==> config.mk <==
export PLATFORM = sky130hd
export DESIGN_NAME = mont_reduce_arbiter_flat
export DESIGN_NICKNAME = d
export VERILOG_FILES = /design/src/rtl/mont_reduce_arbiter_if.sv /design/src/rtl/mont_reduce_arbiter.sv /design/src/flat_wrapper.sv
export SDC_FILE = /design/constraint.sdc
export NUM_CORES = 1
export LEC_CHECK = 0
export CORE_ASPECT_RATIO = 1.5
export CORE_MARGIN = 3
export CORE_UTILIZATION = 63
export CTS_CLUSTER_DIAMETER = 30
export DETAILED_ROUTE_END_ITERATION = 8
export PLACE_DENSITY = 0.86
export SLEW_MARGIN = 0
export SYNTH_ARGS = -nofsm -noshare
export SYNTH_HDL_FRONTEND = slang
export SYNTH_SLANG_ARGS = --single-unit
==> constraint.sdc <==
create_clock -name clk -period 22.1 [get_ports clk]
set_input_delay 6.63 -clock clk [delete_from_list [all_inputs] [get_ports clk]]
set_output_delay 6.63 -clock clk [all_outputs]
set_load 0.005 [all_outputs]
==> src/rtl/mont_reduce_arbiter_if.sv <==
// Operand/result bundle between the two butterfly lanes and the shared Montgomery reducer.
// The master side belongs to the lanes; the slave side belongs to the reducer.
interface mont_reduce_arbiter_if;
    logic        stall;
    logic        req0_valid;
    logic [63:0] req0_a;
    logic        req0_ready;
    logic        req1_valid;
    logic [63:0] req1_a;
    logic        req1_ready;
    logic        res0_valid;
    logic [31:0] res0_data;
    logic        res1_valid;
    logic [31:0] res1_data;
    logic        busy;

    modport master (
        output stall, req0_valid, req0_a, req1_valid, req1_a,
        input  req0_ready, req1_ready, res0_valid, res0_data, res1_valid, res1_data, busy
    );

    modport slave (
        input  stall, req0_valid, req0_a, req1_valid, req1_a,
        output req0_ready, req1_ready, res0_valid, res0_data, res1_valid, res1_data, busy
    );
endinterface

==> src/rtl/mont_reduce_arbiter.sv <==
// Round-robin shared 3-stage Dilithium Montgomery reducer; each operand carries a lane tag
// so its result pulses only on the lane that issued it.
module mont_reduce_arbiter #(
    parameter logic [31:0] DIL_Q = 32'd8380417,
    parameter logic [31:0] QINV  = 32'd58728449
) (
    input  logic                  clk,
    input  logic                  rst,
    mont_reduce_arbiter_if.slave  bus
);
    localparam int WIDTH = 32;

    logic             rr_ptr;
    logic             grant0;
    logic             grant1;

    logic             s1_v;
    logic             s1_tag;
    logic [63:0]      s1_a;
    logic             s2_v;
    logic             s2_tag;
    logic [63:0]      s2_a;
    logic [31:0]      s2_t;
    logic             s3_v;
    logic             s3_tag;
    logic [WIDTH-1:0] res0_q;
    logic [WIDTH-1:0] res1_q;

    logic [31:0]      t_next;
    logic [63:0]      r_full;
    logic [WIDTH-1:0] r_next;

    // Lane rr_ptr wins only when both lanes contend; stall withdraws every grant.
    always_comb begin
        grant0 = 1'b0;
        grant1 = 1'b0;
        if (!bus.stall) begin
            grant0 = bus.req0_valid & (~bus.req1_valid | ~rr_ptr);
            grant1 = bus.req1_valid & (~bus.req0_valid |  rr_ptr);
        end
    end

    // Low 32 bits of a - t*q are zero by construction, so the high half is the exact quotient.
    always_comb begin
        t_next = s1_a[31:0] * QINV;
        r_full = s2_a - ({{32{s2_t[31]}}, s2_t} * {32'd0, DIL_Q});
        r_next = WIDTH'(r_full >> 32);
    end

    always_ff @(posedge clk or posedge rst) begin
        if (rst) begin
            rr_ptr <= 1'b0;
        end else if (grant0) begin
            rr_ptr <= 1'b1;
        end else if (grant1) begin
            rr_ptr <= 1'b0;
        end
    end

    // Whole pipeline moves in lockstep; bubbles advance too so latency is fixed.
    always_ff @(posedge clk or posedge rst) begin
        if (rst) begin
            s1_v   <= 1'b0;
            s1_tag <= 1'b0;
            s1_a   <= '0;
            s2_v   <= 1'b0;
            s2_tag <= 1'b0;
            s2_a   <= '0;
            s2_t   <= '0;
            s3_v   <= 1'b0;
            s3_tag <= 1'b0;
            res0_q <= '0;
            res1_q <= '0;
        end else if (!bus.stall) begin
            s1_v   <= grant0 | grant1;
            s1_tag <= grant1;
            s1_a   <= grant1 ? bus.req1_a : bus.req0_a;
            s2_v   <= s1_v;
            s2_tag <= s1_tag;
            s2_a   <= s1_a;
            s2_t   <= t_next;
            s3_v   <= s2_v;
            s3_tag <= s2_tag;
            if (s2_v && !s2_tag) begin
                res0_q <= r_next;
            end
            if (s2_v && s2_tag) begin
                res1_q <= r_next;
            end
        end
    end

    assign bus.req0_ready = grant0;
    assign bus.req1_ready = grant1;
    assign bus.res0_valid = s3_v & ~s3_tag & ~bus.stall;
    assign bus.res1_valid = s3_v &  s3_tag & ~bus.stall;
    assign bus.res0_data  = res0_q;
    assign bus.res1_data  = res1_q;
    assign bus.busy       = s1_v | s2_v | s3_v;
endmodule

==> src/flat_wrapper.sv <==
// flat-port wrapper written by rule: the top's interface ports become plain ports
module mont_reduce_arbiter_flat 
#(
    parameter logic [31:0] DIL_Q = 32'd8380417,
    parameter logic [31:0] QINV  = 32'd58728449
)
  (clk, rst, bus_stall, bus_req0_valid, bus_req0_a, bus_req1_valid, bus_req1_a, bus_req0_ready, bus_req1_ready, bus_res0_valid, bus_res0_data, bus_res1_valid, bus_res1_data, bus_busy);
  mont_reduce_arbiter_if bus_i ();
  input  logic clk;
  input  logic rst;
  input wire logic [$bits(bus_i.stall)-1:0] bus_stall;
  input wire logic [$bits(bus_i.req0_valid)-1:0] bus_req0_valid;
  input wire logic [$bits(bus_i.req0_a)-1:0] bus_req0_a;
  input wire logic [$bits(bus_i.req1_valid)-1:0] bus_req1_valid;
  input wire logic [$bits(bus_i.req1_a)-1:0] bus_req1_a;
  output wire logic [$bits(bus_i.req0_ready)-1:0] bus_req0_ready;
  output wire logic [$bits(bus_i.req1_ready)-1:0] bus_req1_ready;
  output wire logic [$bits(bus_i.res0_valid)-1:0] bus_res0_valid;
  output wire logic [$bits(bus_i.res0_data)-1:0] bus_res0_data;
  output wire logic [$bits(bus_i.res1_valid)-1:0] bus_res1_valid;
  output wire logic [$bits(bus_i.res1_data)-1:0] bus_res1_data;
  output wire logic [$bits(bus_i.busy)-1:0] bus_busy;
  assign bus_i.stall = bus_stall;
  assign bus_i.req0_valid = bus_req0_valid;
  assign bus_i.req0_a = bus_req0_a;
  assign bus_i.req1_valid = bus_req1_valid;
  assign bus_i.req1_a = bus_req1_a;
  assign bus_req0_ready = bus_i.req0_ready;
  assign bus_req1_ready = bus_i.req1_ready;
  assign bus_res0_valid = bus_i.res0_valid;
  assign bus_res0_data = bus_i.res0_data;
  assign bus_res1_valid = bus_i.res1_valid;
  assign bus_res1_data = bus_i.res1_data;
  assign bus_busy = bus_i.busy;
  mont_reduce_arbiter #(.DIL_Q(DIL_Q), .QINV(QINV)) u_core (.clk(clk), .rst(rst), .bus(bus_i));
endmodule
== Yosys cells after proc, flatten, opt, wreduce, memory -nomap -nowiden ==
Index checks and enable logic that the tools add are counted.

* Bits in registers: 231
* Bits in latches: 0
* Memory bits (writable): 0
* Memory bits (read-only): 0
* Input bits: 133
* Output and inout port bits: 69
* Logic and storage cells: 42
* Memories kept: 0

* $add $sub $neg: 1
* $mul: 2
* Div/mod/pow operators: 0
* $lt $le $gt $ge: 0
* Equality and inequality tests: 0
* Shift-type cells: 0
* Multiplexer cells: 5
* Bitwise logic cells: 16
* Reduce and logical (&&, ||, !) cells: 6

{| class="wikitable"
|+ Operator list
! cell !! count
|-
| $mux W64 || 1
|-
| $sub A64 B64 Y64 || 1
|-
| $mul A32 B24 Y56 const B || 1
|-
| $mul A32 B26 Y32 const B || 1
|-
| $and A1 B1 Y1 || 6
|-
| $not A1 Y1 || 5
|-
| $or A1 B1 Y1 || 5
|-
| $mux W1 || 4
|-
| $reduce_and A2 Y1 || 2
|-
| $logic_and A1 B1 Y1 || 2
|-
| $reduce_bool A2 Y1 || 1
|-
| $logic_not A1 Y1 || 1
|}

== Logic depth before layout (Yosys ltp) ==
Gate-level depths: netlist (run 1).

* Depth in word-level cells: 6
* Gate-level depth with buffers: 34
* Gate-level depth less buffers: 33

== Least setup slack after synthesis (run 1) ==
No wires, ideal clock.

* Path type: in2out
* Start point: input port bus_req0_valid
* End point: output port bus_req1_ready
* Arrival: 7.776 ns
* Required time: 15.470 ns
* Path slack: 7.694 ns
* Cell stages on the path: 5
* Path buffers: 2
* Cell sequence: inv_1 > o21ai_1 > buf_1 > clkbuf_1 > nor2_1

* Word-level cells in the longest chain between the ends: 4

{| class="wikitable"
|+ Ends and longest elaborated chain
! item !! line !! RTL
|-
| start, declared || flat_wrapper.sv:12 || <nowiki>input wire logic [$bits(bus_i.req0_valid)-1:0] bus_req0_valid;</nowiki>
|-
| $not A1 Y1 || mont_reduce_arbiter.sv:39 || <nowiki>grant1 = bus.req1_valid & (~bus.req0_valid | rr_ptr);</nowiki>
|-
| $or A1 B1 Y1 || mont_reduce_arbiter.sv:39 ||
|-
| $and A1 B1 Y1 || mont_reduce_arbiter.sv:39 ||
|-
| $mux W1 || mont_reduce_arbiter.sv:37 || <nowiki>if (!bus.stall) begin</nowiki>
|-
| end, declared || flat_wrapper.sv:17 || <nowiki>output wire logic [$bits(bus_i.req1_ready)-1:0] bus_req1_ready;</nowiki>
|}

Every way passes these cells.

== Worst setup path after layout (run 1) ==
* Start point: input port bus_req1_valid
* End point: output port bus_req1_ready

* Word-level cells in the longest chain between the ends: 2

{| class="wikitable"
|+ Ends and longest elaborated chain
! item !! line !! RTL
|-
| start, declared || flat_wrapper.sv:14 || <nowiki>input wire logic [$bits(bus_i.req1_valid)-1:0] bus_req1_valid;</nowiki>
|-
| $and A1 B1 Y1 || mont_reduce_arbiter.sv:39 ||
|-
| $mux W1 || mont_reduce_arbiter.sv:37 ||
|}

Every way passes these cells.

==> out/metrics.yaml, run 1 <==
cts:
  clock_latency_ns: 0.53
  hold_buffers: 0
  cts_resized: 0
  numCtsBuffers: 38
  cts.sinks: 218
  cts.clk_slew.worst_paths_ns: 0.05
  ctsHtreeMaxLevel: 2
  cts_setup_buffers: 0
  cts_buffer_depth: 3
  cts_tree: "built"
  cts-root-buf: "clkbuf_16"
yosys:
  synth.avg_cell_area_um2: 10.5
  synth_edf_count: 0
  async_flop_share_pct: 100
  ys_seq_area_share_pct: 23.9
  ys_top_cells_by_area: "dfrtp_1, fa_1, ha_1"
  yosys.area.top_type: "dfrtp_1"
  synthesis.nets: 2888
  synth_cell_types: 73
  synthFlopType: "dfrtp_1"
  synth_top_area_share_pct: 23.9
  synth_area_um2: 22800
  synthCells: 2174
  ys_seq_elements: 218
  synth_warnings: 0
sta:
  skew_ns: 0.0204
  fin_crit_ns: 14.76
  finalHoldViolations: 0
  report.final.slew_viol_count: 0
  max_freq_mhz: 67.8
  rsz0062_at_grt: "no"
  slew_headroom_pct: 22.7
  fin_crit_sh_pct: 66.8
  fin_tns_setup_ns: 0
  worst_pin_slew_ns: 1.15
  hold_ws_ns: 0.481
  setup_viol: 0
final_layout:
  mostFrequentLayoutCells: "ha_1, fa_1, inv_1"
  synthToLayoutAreaGrowth_pct: 16.3
  final_common_cell: "ha_1"
  drive_gt1_share_pct: 7.01
  diodes: 0
  final_area_um2: 26500
  nets: 3082
  post-route-util_pct: 74.8
worst_hold_path:
  hold_depth: 2
  hp-start: "u_core.s1_a[63]"
  holdCritPathClass: "flip-flop to flip-flop"
  min_to: "u_core.s1_a[63]"
detailed_routing:
  drtIter0Drc: 960
  wl_um: 60600
  routed_via_density: 5.93
  firstDrtPassIters: 5
  postRouteAntennaNets: 0
  wl_per_cell_um: 21.1
  drc: 0
  num_vias: 17004
place:
  dp_hpwl_um: 48100
  routabilityCongestion: 0.948
  port_buffers: 201
  place_area_um2: 25200
setup_path:
  worst-path-max-fanout: 3
  r2r-start: "u_core.s2_t[13]"
  start_kind: "input port"
  rr_worst_depth: 30
  end_kind: "output pin"
  path_class: "input port to output pin"
  rrSetupSlack_ns: 13.01
  worstPathArrival_ns: 8.13
  required_ns: 15.47
  rr_endpoint: "u_core.bus.res1_data[28]"
grt:
  grt_max_degree: 132
  antenna_found_initial: 0
  grt_pass1_vias: 18720
  gr-usage-all-layers_pct: 32.0
  grt_pass1_wl_um: 97300
  grt_overflow: 0
floorplanning:
  num_rows: 84
  die_x_um: 161
  io_pins: 202
  core_um2: 35400
  initial_core_util_pct: 64.3
  die_h_um: 239
  fp.dieArea_um2: 38500
run_status:
  outcome: "complete, no violations"
job:
  drv_cap: 0
[through the flow]
stage	cells	worst slack, ns
6_report	2868	7.34
5_1_grt	2868	7.28
4_1_cts	2868	7.35
3_5_place_dp	2801	7.37
3_3_place_gp	2801	7.35
2_1_floorplan	2174	7.69
[kinds of logic (layout without fill, tap and decap cells)]
group                    count (synthesis)  in the layout  share of synthesized area (%)
multiplexers                           134            134                           6.23
buffers and inverters                  284            505                           4.84
XOR/XNOR                               148            148                           5.69
flip-flops                             218            218                           23.9
AND/OR/NAND/NOR                        376            376                           7.83
adder cells (fa/ha/maj)                581            581                           39.7
AO/OA/AOI/OAI                          433            433                           11.7
[final cells by class]
class	count	area, um2
Clock buffer	46	1030
Tap cell	473	592
Timing Repair Buffer	207	2060
Clock inverter	21	248
Inverter	231	875
Multi-Input combinational cell	1672	16200
Sequential cell	218	5460
Fill cell	2389	8920
[sequential cells by signal, indices dropped and copies added, names as in the netlist, 32 cells and up]
register	count
u_core.bus.res1_data	32
u_core.s1_a	64
u_core.bus.res0_data	32
u_core.s2_a	51
u_core.s2_t	32
[worst max-delay path: stages]
cell	delay [ns]
clkdlybuf4s50_1	0.56
o21ai_4	0.09
nor2_1	0.26
clkdlybuf4s50_1	0.59
[how the worst max path moves through the flow]
stage | from | end | slack, ns | depth (start not counted)
6_report | bus_req1_valid | bus_req1_ready | 7.34 | 4
5_1_grt | bus_req1_valid | bus_req1_ready | 7.28 | 4
4_1_cts | bus_req1_valid | bus_req1_ready | 7.35 | 4
3_5_place_dp | bus_req1_valid | bus_req1_ready | 7.37 | 4
3_3_place_gp | bus_req1_valid | bus_req1_ready | 7.35 | 4
2_1_floorplan | bus_req0_valid | bus_req1_ready | 7.69 | 5
[per-layer routing]
layer	track usage (%)	vias to the layer above	share of wire (%)
met2	59.6	536	53
li1	-	7820	-
met5	0	-	0
met1	35.3	8462	36
met4	17.0	0	6.3
met3	3.93	186	4.1
[Yosys cell counts (6+ instances only)]
cell and instances:
and3_1 15, buf_1 6, o21ai_1 29, o211ai_1 10, nand2_1 196, a211o_1 6, a21o_1 61, ha_1 344
xnor2_1 76, mux2_2 62, or2_2 14, mux2i_1 72, nand3_1 22, and2_1 19, clkbuf_1 41, inv_1 231
o21ai_0 170, a21oi_1 61, a31oi_1 10, xor2_1 72, nand2b_1 13, nand4_1 13, or3_1 9, nor2_1 34
o21a_1 10, dfrtp_1 218, nor3_1 12, fa_1 237, nor2b_1 9, a211oi_1 12, o21bai_1 21
Power of run 1 is not shown: default switching activity piles up to over one toggle a cycle in this logic, so the estimate is an artifact.
==> inputs of run 2 (changes only) <==
--- a/config.mk
+++ b/config.mk
@@ -7,10 +7,10 @@
 export LEC_CHECK = 0
 export CORE_ASPECT_RATIO = 1.5
 export CORE_MARGIN = 3
-export CORE_UTILIZATION = 63
+export CORE_UTILIZATION = 60
 export CTS_CLUSTER_DIAMETER = 30
 export DETAILED_ROUTE_END_ITERATION = 8
-export PLACE_DENSITY = 0.86
+export PLACE_DENSITY = 0.83
 export SLEW_MARGIN = 0
 export SYNTH_ARGS = -nofsm -noshare
 export SYNTH_HDL_FRONTEND = slang
==> constraint.sdc (replaced) <==
create_clock -name clk -period 15.2 [get_ports clk]
set_input_delay 4.56 -clock clk [delete_from_list [all_inputs] [get_ports clk]]
set_output_delay 4.56 -clock clk [all_outputs]
set_load 0.005 [all_outputs]
==> run 2 against run 1 <==
Net effect:
- critical path depth rose by 1
- register-to-register slack got worse by 6.9 ns
- clock skew fell by 0.0030 ns
- sequential cell count did not move
- routed wire length fell by 3.4%
- global-route usage fell by 2.4 points
- final area rose by 0.48%
- critical endpoint unchanged
- die area rose by 4.8%
- worst setup slack got worse by 3.4 ns
==> out/metrics.yaml, run 2 (synthesis gave the netlist of run 1 again) <==
run_status:
  outcome: "complete, no violations"
detailed_routing:
  highest_layer: "met4"
  wl_um: 58500  # -3.4%
  drc: 0  # unchanged
  wl_met3_um: 2680  # +7.9%
  routed-wl-met2_um: 30500  # -5.4%
  drtIter0Drc: 990  # +3.1%
  postRouteAntennaNets: 0  # unchanged
  firstDrtPassIters: 5  # unchanged
  num_vias: 16807  # -1.2%
  wl_per_cell_um: 20.3  # -4.0%
  routed_via_density: 5.83  # -1.7%
  wl_met1_um: 21600  # -2.0%
cts:
  cts_setup_buffers: 0  # unchanged
  numCtsBuffers: 39  # +2.6%
  cts_buffer_depth: 3  # unchanged
  hold_buffers: 0  # unchanged
  cts_resized: 0  # unchanged
  cts-root-buf: "clkbuf_16"
  clock_latency_ns: 0.53  # about the same
  cts_tree: "built"
  cts.clk_slew.worst_paths_ns: 0.05  # about the same
  cts.sinks: 218  # unchanged
  ctsHtreeMaxLevel: 2  # unchanged
final_layout:
  nets: 3084  # +0.065%
  drive_gt1_share_pct: 7.29  # +0.28 points
  largest_reg_flops: 64  # unchanged
  mostFrequentLayoutCells: "ha_1, fa_1, inv_1"
  final_common_cell: "ha_1"
  num-fill-cells: 2632  # +10%
  diodes: 0  # unchanged
  synthToLayoutAreaGrowth_pct: 16.9
  reg_top3: "u_core.s1_a: 64 flops, u_core.s2_a: 51 flops"
  largest_register: "u_core.s1_a"
place:
  routabilityCongestion: 0.957  # +0.96%
  port_buffers: 201  # unchanged
  dp_hpwl_um: 47300  # -1.7%
sta:
  fin_crit_sh_pct: 74.1
  report.final.slew_viol_count: 0  # unchanged
  setup_viol: 0  # unchanged
  fin_crit_ns: 11.26
  rsz0062_at_grt: "no"
  worst_pin_slew_ns: 1.01  # -0.144 ns
  max_freq_mhz: 88.8
  fin_tns_setup_ns: 0  # unchanged
  skew_ns: 0.0173  # -0.00304 ns
  finalHoldViolations: 0  # unchanged
  slew_headroom_pct: 32.6  # +9.9 points
setup_path:
  worstPathArrival_ns: 6.70  # -1.43 ns
  worst-path-max-fanout: 25  # +22
  start_kind: "input port"
  rrSetupSlack_ns: 6.13  # -6.88 ns
  path_class: "input port to output pin"
  required_ns: 10.64  # -4.83 ns
  rr_endpoint: "u_core.bus.res1_data[28]"
  r2r-start: "u_core.s2_t[13]"
  cp-endpoint: "bus_req1_ready"
  critPathLaunch: "bus_req0_valid"
  rr_worst_depth: 30  # unchanged
  end_kind: "output pin"
floorplanning:
  initial_core_util_pct: 61.4  # -3.0 points
  fp.dieArea_um2: 40400  # +4.8%
  die_h_um: 245  # +2.4%
  num_rows: 86  # +2.4%
  io_pins: 202  # unchanged
  core_um2: 37100  # +4.8%
  die_x_um: 165  # +2.4%
grt:
  grt_max_degree: 142  # +7.6%
  grt_pass1_wl_um: 94000  # -3.3%
  grt_pass1_vias: 18459  # -1.4%
  antenna_found_initial: 0  # unchanged
  gr-usage-all-layers_pct: 29.6  # -2.4 points
  grt_overflow: 0  # unchanged
worst_hold_path:
  holdCritPathClass: "flip-flop to flip-flop"
job:
  drv_cap: 0  # unchanged
==> run 2: cell types whose count changed in the layout (fill, tap and decap cells not counted), moves of 2 or more <==
cell and change:
clkbuf_8 -5, bufinv_16 +3, inv_6 +3, inv_8 +3, clkbuf_1 -2, clkinv_2 +2
clkinvlp_4 -2
==> run 2: final cells by class <==
cell class                 count  area, um2  share of cell area (%)
tap                          484        606                    2.27
timing repair buffer         208       2070                    7.76
clock buffer                  40        980                    3.68
multi-input combinational   1672      16200                    61.0
sequential                   218       5460                    20.5
inverter                     231        875                    3.28
clock inverter                31        405                    1.52
==> run 2: metal layers <==
layer / up-vias / track usage, %
met1: 8297 / 33.1
li1: 7824 / -
met2: 495 / 53.7
met5: - / 0
met4: 0 / 15.7
met3: 191 / 3.92
==> run 2: worst min-delay path by stage <==
stage	start	end	slack [ns]	cells past startpoint
floorplan	u_core.s1_a[32]	u_core.s1_a[32]	0.45	2
global placement	u_core.s1_tag	u_core.s1_tag	0.46	1
detailed placement	u_core.s1_a[63]	u_core.s1_a[63]	0.47	2
CTS	u_core.bus.res0_data[7]	u_core.bus.res0_data[7]	0.48	2
global route	u_core.bus.res1_data[20]	u_core.bus.res1_data[20]	0.50	2
finish	u_core.bus.res0_data[7]	u_core.bus.res0_data[7]	0.48	2
==> run 2: stage by stage <==
| step | cells | cell area [um2] | util [%] | setup WS, ns | hold slack [ns] |
|---|---|---|---|---|---|
| 6_report | 2884 | 26600 | 71.7 | 3.94 | 0.479 |
| 5_1_grt | 2884 | 26600 | 71.7 | 3.84 | 0.502 |
| 4_1_cts | 2884 | 26600 | 71.7 | 3.92 | 0.483 |
| 3_5_place_dp | 2813 | 25200 | 68.0 | 3.94 | 0.470 |
| 3_3_place_gp | 2813 | 25200 | 68.0 | 3.97 | 0.459 |
| 2_1_floorplan | 2174 | 22800 | - | 4.68 | 0.449 |
==> run 2: worst max-delay path, stage by stage <==
cell	delay [ns]
clkdlybuf4s50_1	0.48
inv_1	0.08
o21ai_4	0.75
nor2_1	0.26
clkdlybuf4s50_1	0.56
Power of run 2 is left out for the same reason.
